[config.mk]
export PLATFORM = sky130hd
export DESIGN_NAME = conv_apb_ctrl_flat
export DESIGN_NICKNAME = d
export VERILOG_FILES = /design/src/rtl/conv_apb_ctrl_if.sv /design/src/rtl/conv_apb_ctrl.sv /design/src/flat_wrapper.sv
export SDC_FILE = /design/constraint.sdc
export NUM_CORES = 1
export LEC_CHECK = 0
export CAP_MARGIN = 20
export CORE_MARGIN = 3
export CORE_UTILIZATION = 45
export DETAILED_ROUTE_END_ITERATION = 10
export HOLD_SLACK_MARGIN = 0.1
export PLACE_DENSITY = 0.77
export REMOVE_ABC_BUFFERS = 1
export SLEW_MARGIN = 25
export SYNTH_ARGS = -nofsm -noshare
export SYNTH_HDL_FRONTEND = slang
export SYNTH_SLANG_ARGS = --single-unit
export TNS_END_PERCENT = 5
[constraint.sdc]
create_clock -name PCLK -period 2.1 [get_ports PCLK]
set_input_delay 0.21 -clock PCLK [delete_from_list [all_inputs] [get_ports PCLK]]
set_output_delay 0.21 -clock PCLK [all_outputs]
set_load 0.02 [all_outputs]
[src/rtl/conv_apb_ctrl_if.sv]
// APB bus bundle between the CPU-side master and the convolution core controller.
// Signal names follow the AMBA APB naming used by the rest of the subsystem.
interface conv_apb_ctrl_if #(
  parameter int unsigned ADDR_W = 8
);
  logic [ADDR_W-1:0] PADDR;
  logic              PSEL;
  logic              PENABLE;
  logic              PWRITE;
  logic [31:0]       PWDATA;
  logic [31:0]       PRDATA;
  logic              PREADY;
  logic              PSLVERR;

  modport master (
    output PADDR, PSEL, PENABLE, PWRITE, PWDATA,
    input  PRDATA, PREADY, PSLVERR
  );

  modport slave (
    input  PADDR, PSEL, PENABLE, PWRITE, PWDATA,
    output PRDATA, PREADY, PSLVERR
  );
endinterface

[src/rtl/conv_apb_ctrl.sv]
// APB register block that launches convolution commands, counts busy cycles,
// latches handshake request edges and raises a maskable level interrupt.
module conv_apb_ctrl #(
  parameter int unsigned NUM_HS = 4,
  parameter int unsigned CH_W   = 9,
  parameter int unsigned FLEN_W = 6,
  parameter int unsigned ADDR_W = 8
) (
  input  logic                PCLK,
  input  logic                PRESETB,
  conv_apb_ctrl_if.slave      apb,
  output logic                conv_start,
  output logic [2:0]          COMMAND,
  input  logic                conv_done,
  output logic [CH_W-1:0]     InCh,
  output logic [CH_W-1:0]     OutCh,
  output logic [FLEN_W-1:0]   FLength,
  input  logic [NUM_HS-1:0]   hs_req,
  output logic [NUM_HS-1:0]   hs_ack,
  output logic                irq
);

  localparam int unsigned WA_W = ADDR_W - 2;
  localparam logic [WA_W-1:0] A_CMD    = WA_W'(0);
  localparam logic [WA_W-1:0] A_INCH   = WA_W'(1);
  localparam logic [WA_W-1:0] A_OUTCH  = WA_W'(2);
  localparam logic [WA_W-1:0] A_FLEN   = WA_W'(3);
  localparam logic [WA_W-1:0] A_HSACK  = WA_W'(4);
  localparam logic [WA_W-1:0] A_HSSTAT = WA_W'(5);
  localparam logic [WA_W-1:0] A_IRQEN  = WA_W'(6);
  localparam logic [WA_W-1:0] A_CYCLES = WA_W'(7);
  localparam logic [WA_W-1:0] A_STATUS = WA_W'(8);
  localparam logic [WA_W-1:0] A_ID     = WA_W'(9);
  localparam logic [7:0]      NUM_HS_B = 8'(NUM_HS);
  localparam logic [31:0]     ID_VAL   = {16'hC0A2, 8'h00, NUM_HS_B};

  typedef enum logic {S_IDLE, S_BUSY} state_e;

  state_e              state_q;
  logic [2:0]          command_q;
  logic                start_q;
  logic [CH_W-1:0]     inch_q, outch_q;
  logic [FLEN_W-1:0]   flen_q;
  logic [NUM_HS-1:0]   hs_ack_q, hs_stat_q, hs_req_q;
  logic [NUM_HS:0]     irq_en_q;
  logic                done_flag_q;
  logic [31:0]         cycles_q;
  logic                irq_q;

  logic [WA_W-1:0]     waddr;
  logic                access, mapped, read_only, cmd_bad, err;
  logic                wr_ok, rd_ok, soft_rst, start_cmd;
  logic [31:0]         rdata;
  logic [NUM_HS:0]     w1c;
  logic [NUM_HS-1:0]   hs_rise;

  assign waddr  = apb.PADDR[ADDR_W-1:2];
  assign access = apb.PSEL & apb.PENABLE;

  // NOTE: every variable gets a default at the top of always_comb so no path leaves it unassigned (no latch).
  always_comb begin
    mapped    = 1'b1;
    read_only = 1'b0;
    rdata     = '0;
    case (waddr)
      A_CMD:    rdata = '0;
      A_INCH:   rdata = 32'(inch_q);
      A_OUTCH:  rdata = 32'(outch_q);
      A_FLEN:   rdata = 32'(flen_q);
      A_HSACK:  rdata = 32'(hs_ack_q);
      A_HSSTAT: rdata = 32'(hs_stat_q);
      A_IRQEN:  rdata = 32'(irq_en_q);
      A_CYCLES: begin rdata = cycles_q; read_only = 1'b1; end
      A_STATUS: begin
        rdata     = {29'b0, done_flag_q, state_q == S_BUSY, conv_done};
        read_only = 1'b1;
      end
      A_ID:     begin rdata = ID_VAL; read_only = 1'b1; end
      default:  mapped = 1'b0;
    endcase
  end

  // A new command is refused while one is in flight; CMD 0 (soft reset) is always legal.
  assign cmd_bad = apb.PWRITE && (waddr == A_CMD) &&
                   ((apb.PWDATA > 32'd4) || ((apb.PWDATA != 32'd0) && (state_q == S_BUSY)));
  assign err       = access & (~mapped | (apb.PWRITE & read_only) | cmd_bad);
  assign wr_ok     = access & apb.PWRITE & ~err;
  assign rd_ok     = access & ~apb.PWRITE & ~err;
  assign soft_rst  = wr_ok & (waddr == A_CMD) & (apb.PWDATA == 32'd0);
  assign start_cmd = wr_ok & (waddr == A_CMD) & (apb.PWDATA != 32'd0);
  assign w1c       = (wr_ok && waddr == A_HSSTAT) ? apb.PWDATA[NUM_HS:0] : '0;
  assign hs_rise   = hs_req & ~hs_req_q;

  assign apb.PRDATA  = rd_ok ? rdata : '0;
  assign apb.PREADY  = 1'b1;
  assign apb.PSLVERR = err;

  // NOTE: sequential state uses non-blocking assignments so all registers update from pre-edge values.
  always_ff @(posedge PCLK or negedge PRESETB) begin
    if (!PRESETB) begin
      state_q     <= S_IDLE;
      command_q   <= '0;
      start_q     <= 1'b0;
      inch_q      <= '0;
      outch_q     <= '0;
      flen_q      <= '0;
      hs_ack_q    <= '0;
      hs_stat_q   <= '0;
      hs_req_q    <= '0;
      irq_en_q    <= '0;
      done_flag_q <= 1'b0;
      cycles_q    <= '0;
      irq_q       <= 1'b0;
    end else begin
      hs_req_q <= hs_req;
      start_q  <= start_cmd;
      irq_q    <= |({done_flag_q, hs_stat_q} & irq_en_q);
      if (soft_rst) begin
        state_q     <= S_IDLE;
        command_q   <= '0;
        inch_q      <= '0;
        outch_q     <= '0;
        flen_q      <= '0;
        hs_ack_q    <= '0;
        hs_stat_q   <= '0;
        done_flag_q <= 1'b0;
        cycles_q    <= '0;
      end else begin
        hs_stat_q <= (hs_stat_q & ~w1c[NUM_HS-1:0]) | hs_rise;
        if (w1c[NUM_HS]) done_flag_q <= 1'b0;
        if (wr_ok) begin
          case (waddr)
            A_INCH:  inch_q   <= apb.PWDATA[CH_W-1:0];
            A_OUTCH: outch_q  <= apb.PWDATA[CH_W-1:0];
            A_FLEN:  flen_q   <= apb.PWDATA[FLEN_W-1:0];
            A_HSACK: hs_ack_q <= apb.PWDATA[NUM_HS-1:0];
            A_IRQEN: irq_en_q <= apb.PWDATA[NUM_HS:0];
            default: ;
          endcase
        end
        // CYCLES counts busy cycles before the one in which conv_done is seen.
        case (state_q)
          S_IDLE: if (start_cmd) begin
            state_q     <= S_BUSY;
            command_q   <= apb.PWDATA[2:0];
            cycles_q    <= '0;
            done_flag_q <= 1'b0;
          end
          S_BUSY: if (conv_done) begin
            state_q     <= S_IDLE;
            done_flag_q <= 1'b1;
          end else if (cycles_q != 32'hFFFF_FFFF) begin
            cycles_q <= cycles_q + 32'd1;
          end
          default: state_q <= S_IDLE;
        endcase
      end
    end
  end

  assign conv_start = start_q;
  assign COMMAND    = command_q;
  assign InCh       = inch_q;
  assign OutCh      = outch_q;
  assign FLength    = flen_q;
  assign hs_ack     = hs_ack_q;
  assign irq        = irq_q;

endmodule

[src/flat_wrapper.sv]
// flat-port wrapper written by rule: the top's interface ports become plain ports
module conv_apb_ctrl_flat 
#(
  parameter int unsigned NUM_HS = 4,
  parameter int unsigned CH_W   = 9,
  parameter int unsigned FLEN_W = 6,
  parameter int unsigned ADDR_W = 8
)
  (PCLK, PRESETB, conv_start, COMMAND, conv_done, InCh, OutCh, FLength, hs_req, hs_ack, irq, apb_PADDR, apb_PSEL, apb_PENABLE, apb_PWRITE, apb_PWDATA, apb_PRDATA, apb_PREADY, apb_PSLVERR);
  conv_apb_ctrl_if #(.ADDR_W(ADDR_W)) apb_i ();
  input  logic PCLK;
  input  logic PRESETB;
  output logic conv_start;
  output logic [2:0] COMMAND;
  input  logic conv_done;
  output logic [CH_W-1:0] InCh;
  output logic [CH_W-1:0] OutCh;
  output logic [FLEN_W-1:0] FLength;
  input  logic [NUM_HS-1:0] hs_req;
  output logic [NUM_HS-1:0] hs_ack;
  output logic irq;
  input wire logic [$bits(apb_i.PADDR)-1:0] apb_PADDR;
  input wire logic [$bits(apb_i.PSEL)-1:0] apb_PSEL;
  input wire logic [$bits(apb_i.PENABLE)-1:0] apb_PENABLE;
  input wire logic [$bits(apb_i.PWRITE)-1:0] apb_PWRITE;
  input wire logic [$bits(apb_i.PWDATA)-1:0] apb_PWDATA;
  output wire logic [$bits(apb_i.PRDATA)-1:0] apb_PRDATA;
  output wire logic [$bits(apb_i.PREADY)-1:0] apb_PREADY;
  output wire logic [$bits(apb_i.PSLVERR)-1:0] apb_PSLVERR;
  assign apb_i.PADDR = apb_PADDR;
  assign apb_i.PSEL = apb_PSEL;
  assign apb_i.PENABLE = apb_PENABLE;
  assign apb_i.PWRITE = apb_PWRITE;
  assign apb_i.PWDATA = apb_PWDATA;
  assign apb_PRDATA = apb_i.PRDATA;
  assign apb_PREADY = apb_i.PREADY;
  assign apb_PSLVERR = apb_i.PSLVERR;
  conv_apb_ctrl #(.NUM_HS(NUM_HS), .CH_W(CH_W), .FLEN_W(FLEN_W), .ADDR_W(ADDR_W)) u_core (.PCLK(PCLK), .PRESETB(PRESETB), .apb(apb_i), .conv_start(conv_start), .COMMAND(COMMAND), .conv_done(conv_done), .InCh(InCh), .OutCh(OutCh), .FLength(FLength), .hs_req(hs_req), .hs_ack(hs_ack), .irq(irq));
endmodule
==> flow_summary.toml <==
[status]
status = "finished, violations left"
violations = "setup timing"

[yosys]
synth_cell_types = 51
synthFlopType = "dfrtp_1"
synth_top_area_share_pct = 43.6
synth_largest_area_cell = "dfrtp_1"
ys.warnings.count = 0
yosysMostFrequentCell = "nand2_1"
synthCells = 531
syn_area_mm2 = 0.00459
synth-seq-area-share_pct = 43.6
async_flop_share_pct = 100
synth_edf_count = 0
ys_ff_latch = 80
syn_area_per_cell_um2 = 8.64
synthTopCellsByCount = "nand2_1 (89), dfrtp_1 (80), o21ai_0 (49)"
ys_top_cells_by_area = "dfrtp_1 (44%), nand2_1 (7.3%), o21ai_0 (5.3%)"

[drt]
wl_per_cell_um = 18.3
vias_per_cell = 5.73
drc = 0
ant_nets = 0
finalWirelength_um = 16000
dr_total_vias = 5000
drt_iter0_markers = 318
drtPass1Iterations = 4

[sta]
rsz0062_at_grt = "true"
fin_crit_sh_pct = 103
hold_violations = 0
tns_ns = -0.0815
fin_skew_ns = 0.00863
setup_violations = 5
timing.fmax_mhz = 462
slew_violations = 0
worstMarginPinSlew_ns = 0.534
setup_slack_ns = -0.0629
layout_min_cycle_time_ns = 2.16
slew_headroom_pct = 64.3

[floorplan]
coreArea_mm2 = 0.00986
fp.dieW_um = 107
dieArea_mm2 = 0.0114
dieHeight_um = 107
rows = 36
io_pins = 117
initial_core_util_pct = 46.5

[global_routing]
antenna_found_initial = 0
grt_start_max_net_pins = 51
grt_pass1_vias = 5237
grt_overflow = 0
grt_first_pass_wirelength_um = 26200
grt_util_all_layers_pct = 29.0

[worst_setup_path]
arrival_ns = 1.95
cpMaxStageDelayCell = "dfrtp_1"
ff2ff_setup_slack_ns = -0.01
cp-end-kind = "output pin"
ff2ff_path_depth = 10
cp_num_buf_inv = 2
required_ns = 1.89
criticalPathCategory = "reg2out"
r2r_end = "u_core.cycles_q[18]"
critical_path.max_stage_delay_ns = 0.42
crit_family = "simple AND/OR/NAND/NOR gates"
crit_top_cell = "buf_4"
crit_path_max_fanout = 3
worstReg2RegStart = "u_core.state_q"
critPathLaunchType = "flip-flop"
path_cells = "o31ai_2 -> buf_4 -> nand3_4 -> or3_4 -> a41oi_2 -> nor2_1 -> buf_4"

[power]
ir_worst_vdd_mv = 0.404
p_per_area_mw_per_mm2 = 480
p_leak_nw = 3.16

[cells_and_area]
fin_nets = 785
antennaDiodeCount = 0
finalNonFillerCells = 872
syn2layout_area_growth_pct = 53.0
stdcell_area_mm2 = 0.00702
drive_gt1_share_pct = 30.9

[min_path]
whs_path_depth = 1
holdCritPathClass = "in2reg"
min_to = "u_core.hs_req_q[2]"
hold_start = "hs_req[2]"

[placement]
gp_congestion = 0.946
hpwlAfterDp_um = 11700
dp_cells = 848
place_area_mm2 = 0.00658
portBuffers = 113

[clock_tree]
cts_inserted_buffers = 9
clk_pin_slew_worst_paths_ns = 0.09
cts_tree = "done"
clock_latency_ns = 0.36
htreeDepth = 3
root_buffer = "clkbuf_8"
cts_buffer_depth = 2
clock_sinks = 80

[job]
maxCapViolations = 0
## metrics by stage
| step | worst slack (ns) | hold WS (ns) | utilization [%] | total power [mW] |
|---|---|---|---|---|
| finish | -0.0629 | 0.307 | 71.1 | 3.37 |
| global route | -0.133 | 0.307 | 71.1 | 3.48 |
| CTS | -0.0722 | 0.294 | 69.6 | 3.38 |
| detailed placement | -0.743 | 0.172 | 66.7 | 2.06 |
| global placement | -0.669 | 0.172 | 66.7 | 2.06 |
| floorplan | -0.948 | -0.0856 | - | 1.75 |
## cell usage in the layout (no fill, tap or decap), types with 3 or more instances in the layout
| master | synthesis | layout |
|---|---|---|
| buf_4 | 1 | 110 |
| nand2_1 | 89 | 88 |
| dfrtp_1 | 80 | 80 |
| clkdlybuf4s50_1 | 0 | 69 |
| o21ai_0 | 49 | 45 |
| nor2_1 | 36 | 33 |
| and3_1 | 28 | 27 |
| buf_2 | 13 | 20 |
| nand3_1 | 24 | 18 |
| mux2_2 | 14 | 14 |
| nor4_1 | 17 | 13 |
| nor3_1 | 14 | 13 |
| inv_1 | 13 | 13 |
| a21oi_2 | 0 | 12 |
| a21oi_1 | 25 | 12 |
| or3_1 | 14 | 12 |
| nand4_1 | 11 | 11 |
| clkbuf_8 | 0 | 10 |
| buf_6 | 2 | 10 |
| xnor2_1 | 9 | 9 |
| dlygate4sd2_1 | 0 | 9 |
| a22o_1 | 8 | 8 |
| a21o_1 | 7 | 7 |
| a22oi_1 | 7 | 6 |
| buf_12 | 0 | 6 |
| nand3_2 | 0 | 5 |
| nor2b_1 | 6 | 5 |
| nor4_2 | 0 | 4 |
| mux4_2 | 4 | 4 |
| o21ai_1 | 0 | 3 |
| mux2i_1 | 3 | 3 |
| nand3b_1 | 3 | 3 |
| and2_1 | 3 | 3 |
## what timing repair did
action                                  in CTS  in global routing
buffers inserted                             2                  3
endpoints found under the setup margin      89                 92
resized for setup                          188                 38
hold buffers                                 1                  0
pin swaps                                    8                  8
endpoints found under the hold margin       30                  0
gates cloned                                 2                  0
## flip-flops by register name, indices dropped and copies added, names as in the netlist
name / cells
u_core.cycles_q: 32
u_core.InCh: 9
u_core.OutCh: 9
u_core.FLength: 6
u_core.irq_en_q: 5
u_core.hs_ack: 4
u_core.hs_req_q: 4
u_core.hs_stat_q: 4
u_core.COMMAND: 3
u_core.conv_start: 1
u_core.done_flag_q: 1
u_core.irq: 1
u_core.state_q: 1
## logic make-up after synthesis
group                    count (synthesis)  share of synthesized area (%)
AO/OA/AOI/OAI                          110                           14.5
flip-flops                              80                           43.6
XOR/XNOR                                10                           1.91
multiplexers                            21                           6.06
adder cells (fa/ha/maj)                  1                          0.273
other                                    1                         0.0818
AND/OR/NAND/NOR                        259                           28.8
buffers and inverters                   49                           4.77
## where the power goes
group	leakage [nW]	switching, mW	internal (mW)
clock	0.109	0.609	0.706
sequential	1.04	0.0290	1.58
combinational	2.01	0.221	0.232
## layer usage
metal	routed length, µm	share of wire [%]	vias to the layer above	track usage, %
met3	987	6.2	34	4.27
li1	-	-	2310	-
met4	429	2.7	0	11.7
met2	7920	50	214	48.7
met1	6620	42	2442	37.7
met5	0	0	-	0
## layout make-up
type                       instances  area (µm²)
sequential                        80        2000
fill                             769        2850
clock inverter                     6        92.6
clock buffer                      10         138
multi-input combinational        402        2580
inverter                          13        48.8
tap                              133         166
timing repair buffer             228        1990
## worst max-delay path by stage
| stage | from | end | slack [ns] | cells past startpoint |
|---|---|---|---|---|
| floorplan | apb_PADDR[5] | u_core.cycles_q[31] | -0.95 | 5 |
| global placement | apb_PADDR[2] | apb_PRDATA[31] | -0.67 | 8 |
| detailed placement | apb_PADDR[2] | apb_PRDATA[31] | -0.74 | 8 |
| CTS | u_core.state_q | apb_PSLVERR | -0.07 | 7 |
| global route | u_core.state_q | apb_PSLVERR | -0.13 | 7 |
| finish | u_core.state_q | apb_PSLVERR | -0.06 | 7 |
(Power assumes the default switching activity.)
